<file path="config.mk">
export PLATFORM = sky130hd
export DESIGN_NAME = multdiv_issue
export DESIGN_NICKNAME = d
export VERILOG_FILES = /design/src/rtl/multdiv_issue.sv
export SDC_FILE = /design/constraint.sdc
export NUM_CORES = 1
export LEC_CHECK = 0
export CORE_ASPECT_RATIO = 1.75
export CORE_MARGIN = 2
export CORE_UTILIZATION = 37
export DETAILED_ROUTE_END_ITERATION = 8
export PLACE_DENSITY = 0.81
export SYNTH_ARGS = -nofsm -noshare
export SYNTH_HDL_FRONTEND = slang
export SYNTH_SLANG_ARGS = --single-unit
export TNS_END_PERCENT = 5
</file>
<file path="constraint.sdc">
create_clock -name clk -period 1.7 [get_ports clk]
set_clock_uncertainty 0.15 [all_clocks]
set_input_delay 0.17 -clock clk [delete_from_list [all_inputs] [get_ports clk]]
set_output_delay 0.17 -clock clk [all_outputs]
set_load 0.02 [all_outputs]
</file>
<file path="src/rtl/multdiv_issue.sv">
// -----------------------------------------------------------------------------
// multdiv_issue
//
// Issue/collect controller sitting in front of the iterative Booth multiplier
// core. It latches a multiply request, holds the core in clear for one launch
// cycle, and then lets the core run. It captures the product and overflow flag
// when the core reports ready, or a timeout (result 0, exception 1) when the
// watchdog expires. The captured result is then presented with a one-cycle
// strobe.
//
// Optional feature (compile-time macro MULT_ZERO_BYPASS_EN):
//   When defined, a start whose sampled operands include a zero skips the
//   core entirely and completes in one cycle with result 0, exception 0.
//   When undefined, zero operands take the normal launch/run path.
//
// Parameters
//   WIDTH     operand / result width
//   MAX_WAIT  run cycles allowed before the watchdog fires (2..63)
//
// Ports
//   clk               rising-edge clock
//   clr               asynchronous active-low reset
//   ctrl_MULT         start strobe; operandA/operandB are sampled with it
//   operandA/B        multiplicand / multiplier from the pipeline
//   core_result       product from the core
//   core_exception    overflow flag from the core
//   core_ready        core done flag
//   core_multiplicand registered operandA, stable for the whole operation
//   core_multiplier   registered operandB, stable for the whole operation
//   core_clr          active-high clear to the core (low only while running)
//   busy              stall request to the pipeline (launch and run)
//   data_resultRDY    one-cycle completion strobe
//   data_result       captured product
//   data_exception    captured overflow or timeout
// -----------------------------------------------------------------------------
module multdiv_issue #(
    parameter int WIDTH    = 32,
    parameter int MAX_WAIT = 24
) (
    input  logic             clk,
    input  logic             clr,
    input  logic             ctrl_MULT,
    input  logic [WIDTH-1:0] operandA,
    input  logic [WIDTH-1:0] operandB,
    input  logic [WIDTH-1:0] core_result,
    input  logic             core_exception,
    input  logic             core_ready,
    output logic [WIDTH-1:0] core_multiplicand,
    output logic [WIDTH-1:0] core_multiplier,
    output logic             core_clr,
    output logic             busy,
    output logic             data_resultRDY,
    output logic [WIDTH-1:0] data_result,
    output logic             data_exception
);

    typedef enum logic [1:0] {
        IDLE   = 2'd0,
        LAUNCH = 2'd1,
        RUN    = 2'd2,
        DONE   = 2'd3
    } state_t;

    // Six bits cover the full MAX_WAIT range of 2..63.
    localparam int               CNT_W      = 6;
    localparam logic [CNT_W-1:0] WAIT_LIMIT = CNT_W'(MAX_WAIT);

    state_t             state_q, state_d;
    logic [CNT_W-1:0]   cnt_q, cnt_d;
    logic [CNT_W-1:0]   cnt_inc;
    logic [WIDTH-1:0]   opa_q, opa_d;
    logic [WIDTH-1:0]   opb_q, opb_d;
    logic [WIDTH-1:0]   res_q, res_d;
    logic               exc_q, exc_d;

`ifdef MULT_ZERO_BYPASS_EN
    logic               start_zero;
    assign start_zero = (operandA == '0) || (operandB == '0);
`endif

    // The counter holds the number of completed run cycles, so cnt_inc is the
    // index of the current run cycle; the watchdog fires in run cycle MAX_WAIT.
    assign cnt_inc = cnt_q + CNT_W'(1);

    always_comb begin
        state_d = state_q;
        cnt_d   = cnt_q;
        opa_d   = opa_q;
        opb_d   = opb_q;
        res_d   = res_q;
        exc_d   = exc_q;

        if (ctrl_MULT) begin
            // A start is accepted in every state and takes priority over a
            // capture in the same cycle, so an aborted run leaves the
            // captured result untouched.
            opa_d = operandA;
            opb_d = operandB;
`ifdef MULT_ZERO_BYPASS_EN
            if (start_zero) begin
                state_d = DONE;
                res_d   = '0;
                exc_d   = 1'b0;
            end else begin
                state_d = LAUNCH;
            end
`else
            state_d = LAUNCH;
`endif
        end else begin
            unique case (state_q)
                IDLE: begin
                    state_d = IDLE;
                end
                LAUNCH: begin
                    // core_ready is still left over from the previous
                    // operation here, so it is not looked at.
                    state_d = RUN;
                    cnt_d   = '0;
                end
                RUN: begin
                    cnt_d = cnt_inc;
                    if (core_ready) begin
                        // Ready wins over a watchdog expiring in the same cycle.
                        res_d   = core_result;
                        exc_d   = core_exception;
                        state_d = DONE;
                    end else if (cnt_inc == WAIT_LIMIT) begin
                        res_d   = '0;
                        exc_d   = 1'b1;
                        state_d = DONE;
                    end
                end
                DONE: begin
                    state_d = IDLE;
                end
                default: begin
                    state_d = IDLE;
                end
            endcase
        end
    end

    always_ff @(posedge clk or negedge clr) begin
        if (!clr) begin
            state_q <= IDLE;
            cnt_q   <= '0;
            opa_q   <= '0;
            opb_q   <= '0;
            res_q   <= '0;
            exc_q   <= 1'b0;
        end else begin
            state_q <= state_d;
            cnt_q   <= cnt_d;
            opa_q   <= opa_d;
            opb_q   <= opb_d;
            res_q   <= res_d;
            exc_q   <= exc_d;
        end
    end

    // Every output is a register or a decode of the state register only.
    assign core_multiplicand = opa_q;
    assign core_multiplier   = opb_q;
    assign data_result       = res_q;
    assign data_exception    = exc_q;
    assign core_clr          = (state_q != RUN);
    assign busy              = (state_q == LAUNCH) || (state_q == RUN);
    assign data_resultRDY    = (state_q == DONE);

endmodule

</file>
Word level (Yosys, flattened, before mapping)
Cells that the tools add are included.

storage, ports and cells
  register bits after elaboration = 105
  input port bits = 101
  output and inout bits = 100
  word-level logic and storage cells = 30

cells by class
  $add $sub $neg = 1
  eq/ne operators = 6
  muxes and demuxes = 9
  bitwise gates (word level) = 1
  reduce and logical (&&, ||, !) cells = 7

operators with widths
  kind                                                             count
  32-bit 2-to-1 mux                                                2
  6-bit case mux with 2 select lines                               1
  6-bit by 1-bit adder with 6-bit output, second input constant    1
  6-bit by 5-bit == test with 1-bit output, second input constant  1
  2-bit 2-to-1 mux                                                 3
  2-bit case mux with 3 select lines                               1
  2-bit == test, second input constant                             2
  4-bit inequality test, second input constant                     1
  2-bit nonzero test                                               2
  3-bit AND reduction                                              1
  2-bit by 1-bit == test with 1-bit output, second input constant  1
  2-bit logical NOT                                                1
  1-bit 2-to-1 mux                                                 2
  2-bit inequality test, second input constant                     1
  2-bit AND reduction                                              1
  2-bit OR reduction                                               1
  1-bit logical OR                                                 1
  1-bit NOT                                                        1

Depth between registers and ports, before layout
Gate-level depths: netlist of the first run.

  depth in word-level cells = 6
  gate-level depth with buffers = 8
  depth with buffers taken out = 6

Least setup slack after synthesis of the first run
No wires, ideal clock.

  path type = register to register
  from = reg state_q[0]
  to = reg cnt_q[2]
  setup time = 0.077 ns
  data arrival time = 1.315 ns
  data required time = 1.473 ns
  path slack = 0.158 ns
  stages on the path, launching flop included = 8
  buffers on the path = 1
  period minus slack after synthesis = 1.542 ns
  cells stage by stage = dfrtp_1 inv_1 ha_1 or2_1 buf_2 nor2_1 mux2i_1 o21ai_1

between the ends
  longest elaborated chain between the ends = 3
  elaborated cells between the ends (all ways) = 5
  those cells by class = 2 x eq/ne; 1 x mux; 2 x reduce/logical

RTL lines
  what                                                                              RTL line  source
  start: declaration                                                                68        state_t state_q, state_d;
  start signal: assignment                                                          153       state_q <= state_d;
  2-bit by 1-bit == test with 1-bit output / 2-bit == test (equally long branches)  111       unique case (state_q)
  2-bit nonzero test (no line)                                                      --
  2-bit AND reduction (no line)                                                     --
  end signal: assignment                                                            154       cnt_q <= cnt_d;
  end: declaration                                                                  69        logic [CNT_W-1:0] cnt_q, cnt_d;

Parallel ways exist; a longest one is shown, timed or not.
A chain may end at the register's enable or synchronous reset.

Worst setup path in the final report of the first run
  from = reg res_q[9], in the netlist data_result[9]
  to = out data_result[9]

RTL lines
  what                      RTL line  source
  start: declaration        73        logic [WIDTH-1:0] res_q, res_d;
  start signal: assignment  157       res_q <= res_d;
  end: declaration          53        output logic [WIDTH-1:0] data_result,

No word-level cell between the ends.

==> results of run 1 <==
==> through the flow <==
stage / util (%) / cell area [sq um]
2_1_floorplan: - / 4360
6_report: 59.5 / 6850
4_1_cts: 59.4 / 6840
5_1_grt: 59.5 / 6850
3_3_place_gp: 56.8 / 6540
3_5_place_dp: 56.8 / 6540
==> logic make-up (layout without fill, tap and decap cells) <==
logic type | after synthesis | in the layout | share of synthesized area (%)
flops | 105 | 105 | 60.3
compound gates | 77 | 77 | 11.1
mux | 67 | 67 | 17.2
simple gates | 58 | 58 | 6.26
buf+inv | 28 | 237 | 4.22
fa+ha+maj | 3 | 3 | 0.862
==> layer usage <==
| layer | routed length (microns) | global-route usage (%) | up-vias |
|---|---|---|---|
| li1 | - | - | 1602 |
| met2 | 6400 | 34.1 | 172 |
| met3 | 860 | 4.97 | 24 |
| met5 | 0 | 0 | - |
| met1 | 4000 | 19.6 | 1657 |
| met4 | 324 | 7.62 | 0 |
==> flip-flops by register name (all words and copies together) (netlist names) <==
signal	count
core_multiplier	32
core_multiplicand	32
state_q	2
cnt_q	6
data_result	32
data_exception	1
==> what timing repair did <==
| item | 4_1_cts | 5_1_grt |
|---|---|---|
| hold buffers | 1 | 0 |
| setup endpoints to repair | 4 | 46 |
| endpoints found under the hold margin | 105 | 0 |
| gates resized for setup | 8 | 19 |
| buffers inserted | 0 | 0 |
==> power by group <==
group          switching, mW  internal, mW  leakage (nW)  total (mW)
logic                  0.767         0.915          1.56        1.68
registers              0.166          2.75          1.16        2.91
clock network          0.929          1.05         0.129        1.98
total                   1.86          4.71          2.85        6.57
==> worst max-delay path by stage <==
| stage | startpoint | endpoint |
|---|---|---|
| after floorplan | state_q[0]$_DFFE_PN0P_ | cnt_q[2]$_DFFE_PN0P_ |
| final | data_result[9]$_DFFE_PN0P_ | data_result[9] |
| after global routing | core_multiplicand[7]$_DFFE_PN0P_ | core_multiplicand[7] |
| after CTS | state_q[1]$_DFFE_PN0P_ | data_resultRDY |
| after detailed placement | state_q[0]$_DFFE_PN0P_ | core_clr |
| after global placement | state_q[0]$_DFFE_PN0P_ | busy |
==> cell type report <==
| type | instances | area (sq um) | area share [%] |
|---|---|---|---|
| multi-input cells | 205 | 1550 | 22.7 |
| clock inverters | 6 | 50.0 | 0.730 |
| well taps | 135 | 169 | 2.46 |
| repair buffers | 215 | 2190 | 32.0 |
| inverters | 6 | 22.5 | 0.329 |
| clock buffers | 10 | 239 | 3.49 |
| flip-flops and latches | 105 | 2630 | 38.3 |
==> cell usage after synthesis <==
| cell type | n | area (sq um) |
|---|---|---|
| buf_4 | 4 | 30.0 |
| and4b_1 | 1 | 10.0 |
| nand3b_1 | 1 | 7.51 |
| nor3_1 | 2 | 10.0 |
| dlygate4sd1_1 | 1 | 8.76 |
| dfrtp_1 | 105 | 2630 |
| nor2_1 | 3 | 11.3 |
| and2b_1 | 1 | 7.51 |
| a21oi_1 | 2 | 10.0 |
| nor2_4 | 1 | 11.3 |
| or3_1 | 1 | 6.26 |
| nand2b_1 | 3 | 18.8 |
| nand2_1 | 41 | 154 |
| o21ai_1 | 31 | 155 |
| buf_6 | 6 | 67.6 |
| nor2_8 | 1 | 20.0 |
| o31a_1 | 1 | 8.76 |
| clkinv_1 | 1 | 3.75 |
| buf_2 | 11 | 55.1 |
| mux2_2 | 64 | 721 |
| a22oi_1 | 33 | 248 |
| ha_1 | 3 | 37.5 |
| o211ai_1 | 1 | 7.51 |
| o22a_2 | 1 | 10.0 |
| inv_1 | 5 | 18.8 |
| mux2i_1 | 3 | 30.0 |
| nand3_1 | 2 | 10.0 |
| o21ai_0 | 7 | 35.0 |
| a21oi_2 | 1 | 8.76 |
| or2_1 | 1 | 6.26 |
==> results, run 1 <==
- The cell area after technology mapping is between 0.004 and 0.005 sq mm.
- The number of cells on the worst reg-to-reg path is 5.
- The initial DRC count is around 120.
- The total area inside the core boundary comes to roughly 0.012 sq mm.
- The number of synthesis warnings is 0.
- The die height is 148 microns.
- The number of top-level pins is approximately 200.
- The register-to-register setup slack is around 110 ps.
- The terminus of the critical flop-to-flop path is data_result[3]$_DFFE_PN0P_.
- STA puts the critical path data required time at 1380 ps.
- The number of standard cells in the layout, taps in and fillers out is around 680.
- The pre-CTS worst setup slack is ~28 ps.
- The root buffer cell is clkbuf_16.
- TritonCTS built the clock tree.
- The completed layout was analyzed and its total power is 6.57 mW.
- The timing-limited maximum frequency is approximately 600 MHz.
- The start point of the worst min-delay path is ctrl_MULT.
- The number of max-capacitance violations reported is 0.
- The clock input transition at the sequential cells of the worst setup and hold paths is roughly 70 ps.
- The area of the die is between 0.01 and 0.015 sq mm.
- Dividing the synthesized area by the synthesized cell count gives roughly 13 sq um.
- The worst path needs about 1700 ps of the cycle, external delays included.
- The number of antenna diodes in the final layout is 0.
- Counting every sink on the clock net gives 105.
- The worst hold path terminates at state_q[0]$_DFFE_PN0P_.
- The cell total after placement is 665.
- The type of element launching the critical path is a flop.
- The worst setup path is captured at a primary output.
- For this block, the via count after detailed routing is between 3k and 4k.
- The initial antenna violation count is 0.
- The final-report max-slew violation count came to 0.
- The latest clock arrival within the worst-skew pair is between 300 and 400 ps.
- The synthesized netlist cell count is between 300 and 400.
- The total congestion overflow is 0.
- The path type of the worst setup path is flop to primary output.
- The tightest slew margin relative to the limit is 75.0%.
- The start of the worst register-to-register path is cnt_q[3]$_DFFE_PN0P_.
- The count of endpoints failing hold in the final timing report was 0.
- The worst slack on hold paths is between 70 and 80 ps.
- The synthesized flop and latch total is 105.
- The worst-case vdd ir drop is approximately 0.54 mV.
- The arrival time reported for the critical path endpoint is ~1300 ps.
- Setup repair after global routing could not meet its margin everywhere.
- Leaving out fill and tap cells, the most frequent cell in the layout is clkdlybuf4s50_1.
- At the end of routability-driven placement, the weighted congestion stood at 0.784.
- The top cell types in the final layout, fill and taps aside, are clkdlybuf4s50_1, dfrtp_1, mux2_2.
- The number of filler cells placed in the layout is 924.
- The first-pass GRT wire length is approximately 19000 microns.
- The iteration count of the initial detailed-routing pass is 4.
- In the final layout, the share of cells above drive strength 1 is 19.7%.
- For this run, design rule violations remaining after detail routing come to 0.
- The number of rows in the core area is 52.
- The H-tree depth is 3.
- The pin count of the biggest net entering global routing is between 50 and 60.
- On the critical path, the stage with the largest delay is an instance of clkdlybuf4s50_1.
- Summed over all nets, the half-perimeter wirelength after detailed placement is 8830 microns.
- In this run, distinct cell masters in the synthesized netlist total 30.
- At the end of the flow, the number of nets in the layout was approximately 650.
- TritonCTS created 9 clock buffers.
- The share of the Yosys chip area taken by registers is between 60% and 70%.
- At the pin with the least slew margin, the transition time is 375 ps.
- The logic depth of the worst setup path including buffers is 1.
- In this run the static leakage power is approximately 2.9 nW.
- The signal on the critical path passes through clkdlybuf4s50_1.
- The die is between 80 and 90 microns wide.
- The total of buffers placed on input and output ports is 200.
- The post-synthesis net count is 442.
- The largest single stage delay on the critical path is a little over 600 ps.
- Counting both buffers and inverters, the worst setup path holds a total of 1.
- For this block, the routed nets add up to ~12000 microns of wire.
- The total power density per cell area is roughly 960 mW/mm^2.
- The maximum number of buffers from clock root to sink is 2.
- In this run the worst hold path is classified as input pin to flop.
- The worst path meets setup with around 40 ps of slack.
- Summed over all failing endpoints, the final setup total negative slack is 0 ps.
- The via count of the first global-routing pass came to around 3.8k.
- Of all nets on the critical path, the largest fanout is 3.
- The global router's overall resource usage is between 10% and 20%.
- Counting instances, the worst hold path has a depth of 2.
- Once the floorplan was initialized, standard cells occupied 37.8% of the core.
- The routed via count divided by cell count is ~5.1.
- The critical path's top delay family is buffers and inverters.
- The final critical path takes up between 90% and 100% of the cycle.
- The area growth from synthesis to final layout is 57.3%.
- The post-detailed-route count of antenna-violating nets is 0.
- The run finished with clean final reports.
- Dividing the detail-routed wire length by the instance count gives roughly 17 microns.
- Setup violations remaining at the end of the flow were counted as 0.
(Power assumes the default switching activity.)
==> run 2: changes to the inputs <==
--- a/config.mk
+++ b/config.mk
@@ -5,7 +5,6 @@
 export SDC_FILE = /design/constraint.sdc
 export NUM_CORES = 1
 export LEC_CHECK = 0
-export CORE_ASPECT_RATIO = 1.75
 export CORE_MARGIN = 2
 export CORE_UTILIZATION = 37
 export DETAILED_ROUTE_END_ITERATION = 8
@@ -13,4 +12,4 @@
 export SYNTH_ARGS = -nofsm -noshare
 export SYNTH_HDL_FRONTEND = slang
 export SYNTH_SLANG_ARGS = --single-unit
-export TNS_END_PERCENT = 5
+export TNS_END_PERCENT = 20
==> run 2 against run 1 <==
- critical path depth unchanged
- final cell count up 2.1%
- highest routed layer unchanged
- total power is 2.4% higher
==> results, run 2 (same netlist as run 1, synthesis figures left out) <==
- The number of buffers created by CTS is 9 (unchanged).
- The highest cell delay on the worst timing path is 630 ps (about the same).
- The DRC violations left is 0 (unchanged).
- The clock input transition at the sequential cells of the worst setup and hold paths came to 70 ps (about the same).
- The die height is 112 microns (-24%).
- The placement-stage cell area was 0.00657 sq mm (+0.42%).
- The via count of the first global-routing pass is 3606 (-5.5%).
- Leaving out fill and tap cells, the most frequent cell in the layout is clkdlybuf4s50_1.
- The number of cells traversed by the worst register-to-register path is 8 (+3).
- The pre-CTS worst setup slack is -75.1 ps (-103 ps).
- The initial DRC count is 198 (+60%).
- The number of buffers and inverters on the critical path is 1 (unchanged).
- Setup repair after global routing could not meet its margin everywhere.
- Among all stages on the critical path, the largest delay is contributed by clkdlybuf4s50_1.
- The critical path's top delay family is buffers and inverters.
- The antenna diode instance count is 0 (unchanged).
- The area of the die is 0.0127 sq mm (-0.27%).
- The type of the most critical hold path is input pin to flop.
- The transition at the pin with the smallest max-transition slack is 558 ps (+182 ps).
- The area of the multi-input gates is 0.00159 sq mm (+2.1%).
- The detailed-route via count is 3476 (+0.61%).
- The final count of negative-setup-slack endpoints was 0 (unchanged).
- The number of max-capacitance violations reported is 0 (unchanged).
- The arrival time reported for the critical path endpoint is 1360 ps (+20 ps).
- The detailed-route wire length is 11200 microns (-3.6%).
- In this run the critical register-to-register path is launched from state_q[0]$_DFFE_PN0P_.
- The finished layout cell area is 0.00695 sq mm (+1.4%).
- The sum of internal, switching and leakage power was 6.73 mW (+2.4%).
- TritonCTS built the clock tree.
- The routed via count divided by cell count is 4.99 (-1.4%).
- The number of standard cells in the layout, taps in and fillers out is 696 (+2.1%).
- The data required time at the worst endpoint is 1380 ps (about the same).
- The number of cells on the worst hold path was 2 (unchanged).
- The global router's overall resource usage is 17.5% (-1.1 points).
- The final net count is 652 (+0.93%).
- The total half-perimeter wirelength after legalization and detailed placement came to 8180 microns (-7.3%).
- The layout cell share with drive strength beyond 1 was 21.3% (+1.6 points).
- The share of the clock period used by the worst path after layout is 98.7% (+1.1 points).
- The number of rows in the core area is 39 (-25%).
- The H-tree depth was 3 (unchanged).
- The maximum number of buffers from clock root to sink is 2 (unchanged).
- The type of element launching the critical path is a flop.
- The total congestion overflow is 0 (unchanged).
- The worst slack on hold paths is 26.4 ps (-53.2 ps).
- The area growth from synthesis to layout is 59.6%.
- The tightest slew margin relative to the limit came to 62.8% (-12 points).
- The core area is 0.0115 sq mm (-0.42%).
- The worst setup path is captured at a primary output.
- The total of buffers placed on input and output ports was 200 (unchanged).
- The pin count of the biggest net entering global routing is 106 (+110%).
- The peak fanout along the critical path came to 3 (unchanged).
- The setup path with the least slack is of type flop to primary output.
- The number of filler cells placed in the layout came to 919 (-0.54%).
- The standby leakage power is 2.90 nW (+1.7%).
- The horizontal extent of the die was 112 microns (+31%).
- The number of top-level pins is 201 (unchanged).
- The post-detailed-route count of antenna-violating nets is 0 (unchanged).
- The count of endpoints failing hold in the final timing report is 0 (unchanged).
- The register cell area after layout was 0.00263 sq mm (unchanged).
- The timing-limited maximum frequency is 596 MHz (-1.1%).
- The terminus of the critical flop-to-flop path is data_result[10]$_DFFE_PN0P_.
- The final worst setup slack is 21.5 ps (-18.1 ps).
- The aggregate negative setup slack is 0 ps (unchanged).
- The total power density per cell area is 969 mW/mm^2 (+1.0%).
- The post-layout minimum cycle time was 1680 ps (+18.1 ps).
- The top cell types in the final layout, fill and taps aside, are clkdlybuf4s50_1, dfrtp_1, mux2_2.
- The latest clock arrival within the worst-skew pair is 340 ps (about the same).
- The cell total after placement was 677 (+1.8%).
- The initial antenna violation count is 0 (unchanged).
- The placer congestion estimate is 0.833 (+6.3%).
- The clock net sink count was 105 (unchanged).
- The final-report max-slew violation count is 0 (unchanged).
- The average wire per cell in the routed design is 16.0 microns (-5.5%).
- The path with the worst hold slack has its endpoint at state_q[0]$_DFFE_PN0P_.
- Traced cell by cell, the critical path runs through clkdlybuf4s50_1.
- The utilization of the core after routing is 60.6% (+1.1 points).
- The tree is rooted in a clkbuf_16.
- The worst-case vdd ir drop is 0.445 mV (-18%).
- The iteration count of the initial detailed-routing pass was 4 (unchanged).
- The register-to-register setup slack is 50 ps (-60 ps).
- The first-pass GRT wire length is 17900 microns (-4.2%).
- The start point of the worst min-delay path is ctrl_MULT.
- The initial cell density of the core is 38.0% (+0.16 points).
- The flow ran to the end, and the final reports show no timing, DRC or antenna violations.
==> run 2: cell types whose count changed in the layout (fill, tap and decap cells not counted), moves of 2 or more <==
cell / change
ha_2: -2
o21ai_1: +2
a22oi_1: -7
buf_4: +6
o21ai_0: -2
clkinvlp_4: -4
dlymetal6s2s_1: -6
clkinv_2: +3
a22oi_2: +7
clkdlybuf4s50_1: +7
ha_1: +2
==> run 2: layer usage <==
metal | GRT usage, % | share of wire (%) | vias up
met3 | 6.37 | 9.0 | 10
li1 | - | - | 1618
met5 | 0 | 0 | -
met2 | 29.1 | 51 | 138
met1 | 21.2 | 39 | 1710
met4 | 6.10 | 1.2 | 0
==> run 2: worst max-delay path by stage <==
stage,start,to,depth (start not counted),slack [ps]
floorplan,state_q[0]$_DFFE_PN0P_,cnt_q[2]$_DFFE_PN0P_,7,160
global placement,state_q[1]$_DFFE_PN0P_,busy,3,50
detailed placement,state_q[0]$_DFFE_PN0P_,cnt_q[3]$_DFFE_PN0P_,6,-80
CTS,state_q[0]$_DFFE_PN0P_,busy,4,-8
global route,data_result[2]$_DFFE_PN0P_,data_result[2],1,-20
finish,data_result[27]$_DFFE_PN0P_,data_result[27],1,20
==> run 2: layout make-up <==
cell class | instances | share of cell area [%]
Inverter | 6 | 0.324
Clock inverter | 5 | 0.774
Clock buffer | 11 | 3.64
Tap cell | 143 | 2.57
Sequential cell | 105 | 37.8
Multi-Input combinational cell | 205 | 22.8
Timing Repair Buffer | 221 | 32.1
==> run 2: where the power goes <==
| group | switching, mW | internal [mW] |
|---|---|---|
| clock network | 0.896 | 1.22 |
| logic | 0.763 | 0.936 |
| registers | 0.173 | 2.75 |
==> run 2: repair_timing <==
item                                    in CTS  in global routing
hold buffers                                 1                  0
gates resized for setup                     10                 15
endpoints found under the hold margin      105                  0
endpoints found under the setup margin       7                 48
setup buffers                                0                  2
pin swaps                                    0                  1
==> run 3: changes to the inputs <==
--- a/config.mk
+++ b/config.mk
@@ -6,9 +6,10 @@
 export NUM_CORES = 1
 export LEC_CHECK = 0
 export CORE_MARGIN = 2
-export CORE_UTILIZATION = 37
+export CORE_UTILIZATION = 30
+export CTS_CLUSTER_SIZE = 14
 export DETAILED_ROUTE_END_ITERATION = 8
-export PLACE_DENSITY = 0.81
+export PLACE_DENSITY = 0.69
 export SYNTH_ARGS = -nofsm -noshare
 export SYNTH_HDL_FRONTEND = slang
 export SYNTH_SLANG_ARGS = --single-unit
==> run 3 against run 2 <==
- sequential power about the same
- total power down 1.9%
- global-route usage down 2.5 points
- wire length up 2.5%
- flip-flop and latch count unchanged
- sequential share of layout area down 0.16 points
- hold slack better by 57 ps
- combinational power about the same
==> results, run 3 (same netlist as run 1, synthesis figures left out) <==
- The tightest slew margin relative to the limit is 75.7% (+13 points).
- The number of max-capacitance violations reported is 0 (unchanged).
- The total half-perimeter wirelength after legalization and detailed placement is 8140 microns (-0.41%).
- The total net switching power is 1.83 mW (-0.18%).
- The H-tree depth is 3 (unchanged).
- The DRC violations left is 0 (unchanged).
- The pre-CTS worst setup slack is -84.6 ps (-9.56 ps).
- The number of top-level pins is 201 (unchanged).
- The final worst setup slack is 26.0 ps (+4.51 ps).
- The number of standard cells in the layout, taps in and fillers out came to 733 (+5.3%).
- The initial cell density of the core is 30.3% (-7.7 points).
- The run finished with clean final reports.
- The clock group share of total power was 30.4% (-1.0 points).
- In the layout the commonest cells are clkdlybuf4s50_1, dfrtp_1, mux2_2.
- The highest cell delay on the worst timing path is 630 ps (about the same).
- The type of the most critical hold path is input pin to async pin.
- The slowest cell on the critical path is clkdlybuf4s50_1.
- The clock input transition at the sequential cells of the worst setup and hold paths came to 70 ps (about the same).
- The part of the power in registers came to 44.1% (+0.7 points).
- The core area was 0.0144 sq mm (+25%).
- The cell total after placement is 713 (+5.3%).
- The layout cell share with drive strength beyond 1 came to 19.5% (-1.8 points).
- The sum of internal, switching and leakage power is 6.60 mW (-1.9%).
- The number of rows in the core area was 44 (+13%).
- The leading cell type in the layout, fill and taps excluded is clkdlybuf4s50_1.
- The total internal power is 4.77 mW (-2.6%).
- The total of buffers placed on input and output ports was 200 (unchanged).
- The number of buffers created by CTS was 9 (unchanged).
- The detailed-route wire length is 11400 microns (+2.5%).
- The standby leakage power is 2.90 nW (about the same).
- The worst setup path is launched from a flop.
- The startpoint identified for the worst register-to-register timing path is cnt_q[0]$_DFFE_PN0P_.
- The via count of the first global-routing pass is 3720 (+3.2%).
- The area growth from synthesis to final layout is 60.2%.
- Setup repair after global routing left no endpoint under its margin.
- The data required time at the worst endpoint is 1380 ps (about the same).
- The final-report max-slew violation count is 0 (unchanged).
- The antenna diode instance count is 0 (unchanged).
- The transition at the pin with the smallest max-transition slack is 364 ps (-194 ps).
- The initial antenna violation count was 0 (unchanged).
- The final net count is 648 (-0.61%).
- The number of cells traversed by the worst register-to-register path was 5 (-3).
- The worst setup path is captured at a primary output.
- The clock net sink count is 105 (unchanged).
- The clock tree from TritonCTS is built.
- The iteration count of the initial detailed-routing pass is 4 (unchanged).
- The register cell area after layout was 0.00263 sq mm (unchanged).
- The routed via count divided by cell count came to 4.73 (-5.3%).
- The maximum number of buffers from clock root to sink is 2 (unchanged).
- The placer congestion estimate was 0.838 (+0.55%).
- The final count of negative-setup-slack endpoints is 0 (unchanged).
- The detailed-route via count is 3465 (-0.32%).
- The initial DRC count is 165 (-17%).
- The first-pass GRT wire length is 18800 microns (+5.4%).
- The proportion of power drawn by combinational gates is 25.5% (+0.3 points).
- The total congestion overflow came to 0 (unchanged).
- The arrival time reported for the critical path endpoint is 1350 ps (about the same).
- The register-to-register setup slack is 90 ps (+40 ps).
- The terminus of the critical flop-to-flop path is data_exception$_DFFE_PN0P_.
- The global router's overall resource usage is 15.0% (-2.5 points).
- The average wire per cell in the routed design came to 15.6 microns (-2.7%).
- The peak fanout along the critical path was 3 (unchanged).
- The pin count of the biggest net entering global routing is 65 (-39%).
- The post-layout minimum cycle time is 1670 ps (-4.51 ps).
- The count of endpoints failing hold in the final timing report came to 0 (unchanged).
- The share of the clock period used by the worst path after layout came to 98.5% (-0.27 points).
- The area of the die came to 0.0155 sq mm (+22%).
- The area of the multi-input gates is 0.00157 sq mm (-1.0%).
- The share of total power consumed by net switching is 27.7% (+0.49 points).
- The total power density per cell area is 946 mW/mm^2 (-2.3%).
- The number of filler cells placed in the layout is 1275 (+39%).
- The number of buffers and inverters on the critical path is 1 (unchanged).
- Grouping stages by cell kind, the critical path spends the most delay in buffers and inverters.
- The die height was 124 microns (+11%).
- The timing-limited maximum frequency is 597 MHz (+0.27%).
- The horizontal extent of the die came to 124 microns (+11%).
- The post-detailed-route count of antenna-violating nets is 0 (unchanged).
- The worst-case vdd ir drop is 0.450 mV (+1.2%).
- The worst setup path is of the flop to primary output kind.
- The latest clock arrival within the worst-skew pair was 350 ps (about the same).
- The worst slack on hold paths was 83.4 ps (+57.0 ps).
- The root buffer cell is clkbuf_16.
- Traced cell by cell, the critical path runs through clkdlybuf4s50_1.
run 3: cell types whose count changed in the layout (fill, tap and decap cells not counted), sizes merged:
cell	previous run	this run
clkdlybuf4s50	192	168
clkinvlp	0	1
buf	23	18
nor2	5	6
clkinv	5	4
bufinv	1	0
dlygate4sd3	1	2
dlymetal6s2s	3	24
dlygate4sd2	0	3
run 3: metal layers:
layer / up-vias / share of wire (%) / routed length, microns / track usage [%]
met1: 1697 / 40 / 4550 / 17.5
met2: 141 / 50 / 5690 / 24.9
met3: 12 / 8.8 / 1010 / 5.71
met5: - / 0 / 0 / 0
li1: 1615 / - / - / -
met4: 0 / 1.7 / 189 / 6.28
run 3: per-stage QoR:
step	utilization, %	TNS [ps]	instance area, sq um
6_report	48.6	0	6980
2_1_floorplan	-	0	4360
5_1_grt	48.6	0	6980
4_1_cts	47.8	-13.1	6880
3_5_place_dp	45.7	-607	6570
3_3_place_gp	45.7	-57.6	6570
run 3: how the worst max path moves through the flow:
| stage | from | endpoint | depth (start not counted) | slack, ps |
|---|---|---|---|---|
| 6_report | data_result[28]$_DFFE_PN0P_ | data_result[28] | 1 | 30 |
| 5_1_grt | core_multiplicand[11]$_DFFE_PN0P_ | core_multiplicand[11] | 1 | 0.4 |
| 4_1_cts | state_q[0]$_DFFE_PN0P_ | core_clr | 4 | -10 |
| 3_5_place_dp | core_ready | data_exception$_DFFE_PN0P_ | 5 | -80 |
| 3_3_place_gp | core_ready | data_exception$_DFFE_PN0P_ | 5 | -40 |
| 2_1_floorplan | state_q[0]$_DFFE_PN0P_ | cnt_q[2]$_DFFE_PN0P_ | 7 | 160 |
run 3: layout make-up:
type | instances | share of cell area, %
clock buffer | 12 | 3.82
clock inverter | 4 | 0.376
multi-input combinational | 206 | 22.5
timing repair buffer | 216 | 32.0
tap | 184 | 3.30
inverter | 6 | 0.323
sequential | 105 | 37.6
run 3: power groups by stage:
stage	combinational (mW)	clock [mW]	sequential (mW)
finish	1.68	2.01	2.91
global route	1.81	2.20	2.95
CTS	1.70	2.08	2.92
detailed placement	1.70	0	2.96
global placement	1.67	0	2.95
floorplan	0.483	0	3.23
run 3: repair_timing:
| action | CTS | global route |
|---|---|---|
| gates resized for setup | 15 | 31 |
| cloned | 0 | 1 |
| hold buffers | 2 | 0 |
| endpoints found under the setup margin | 10 | 63 |
| buffers inserted | 0 | 1 |
| pin swaps | 0 | 2 |
| endpoints found under the hold margin | 106 | 0 |
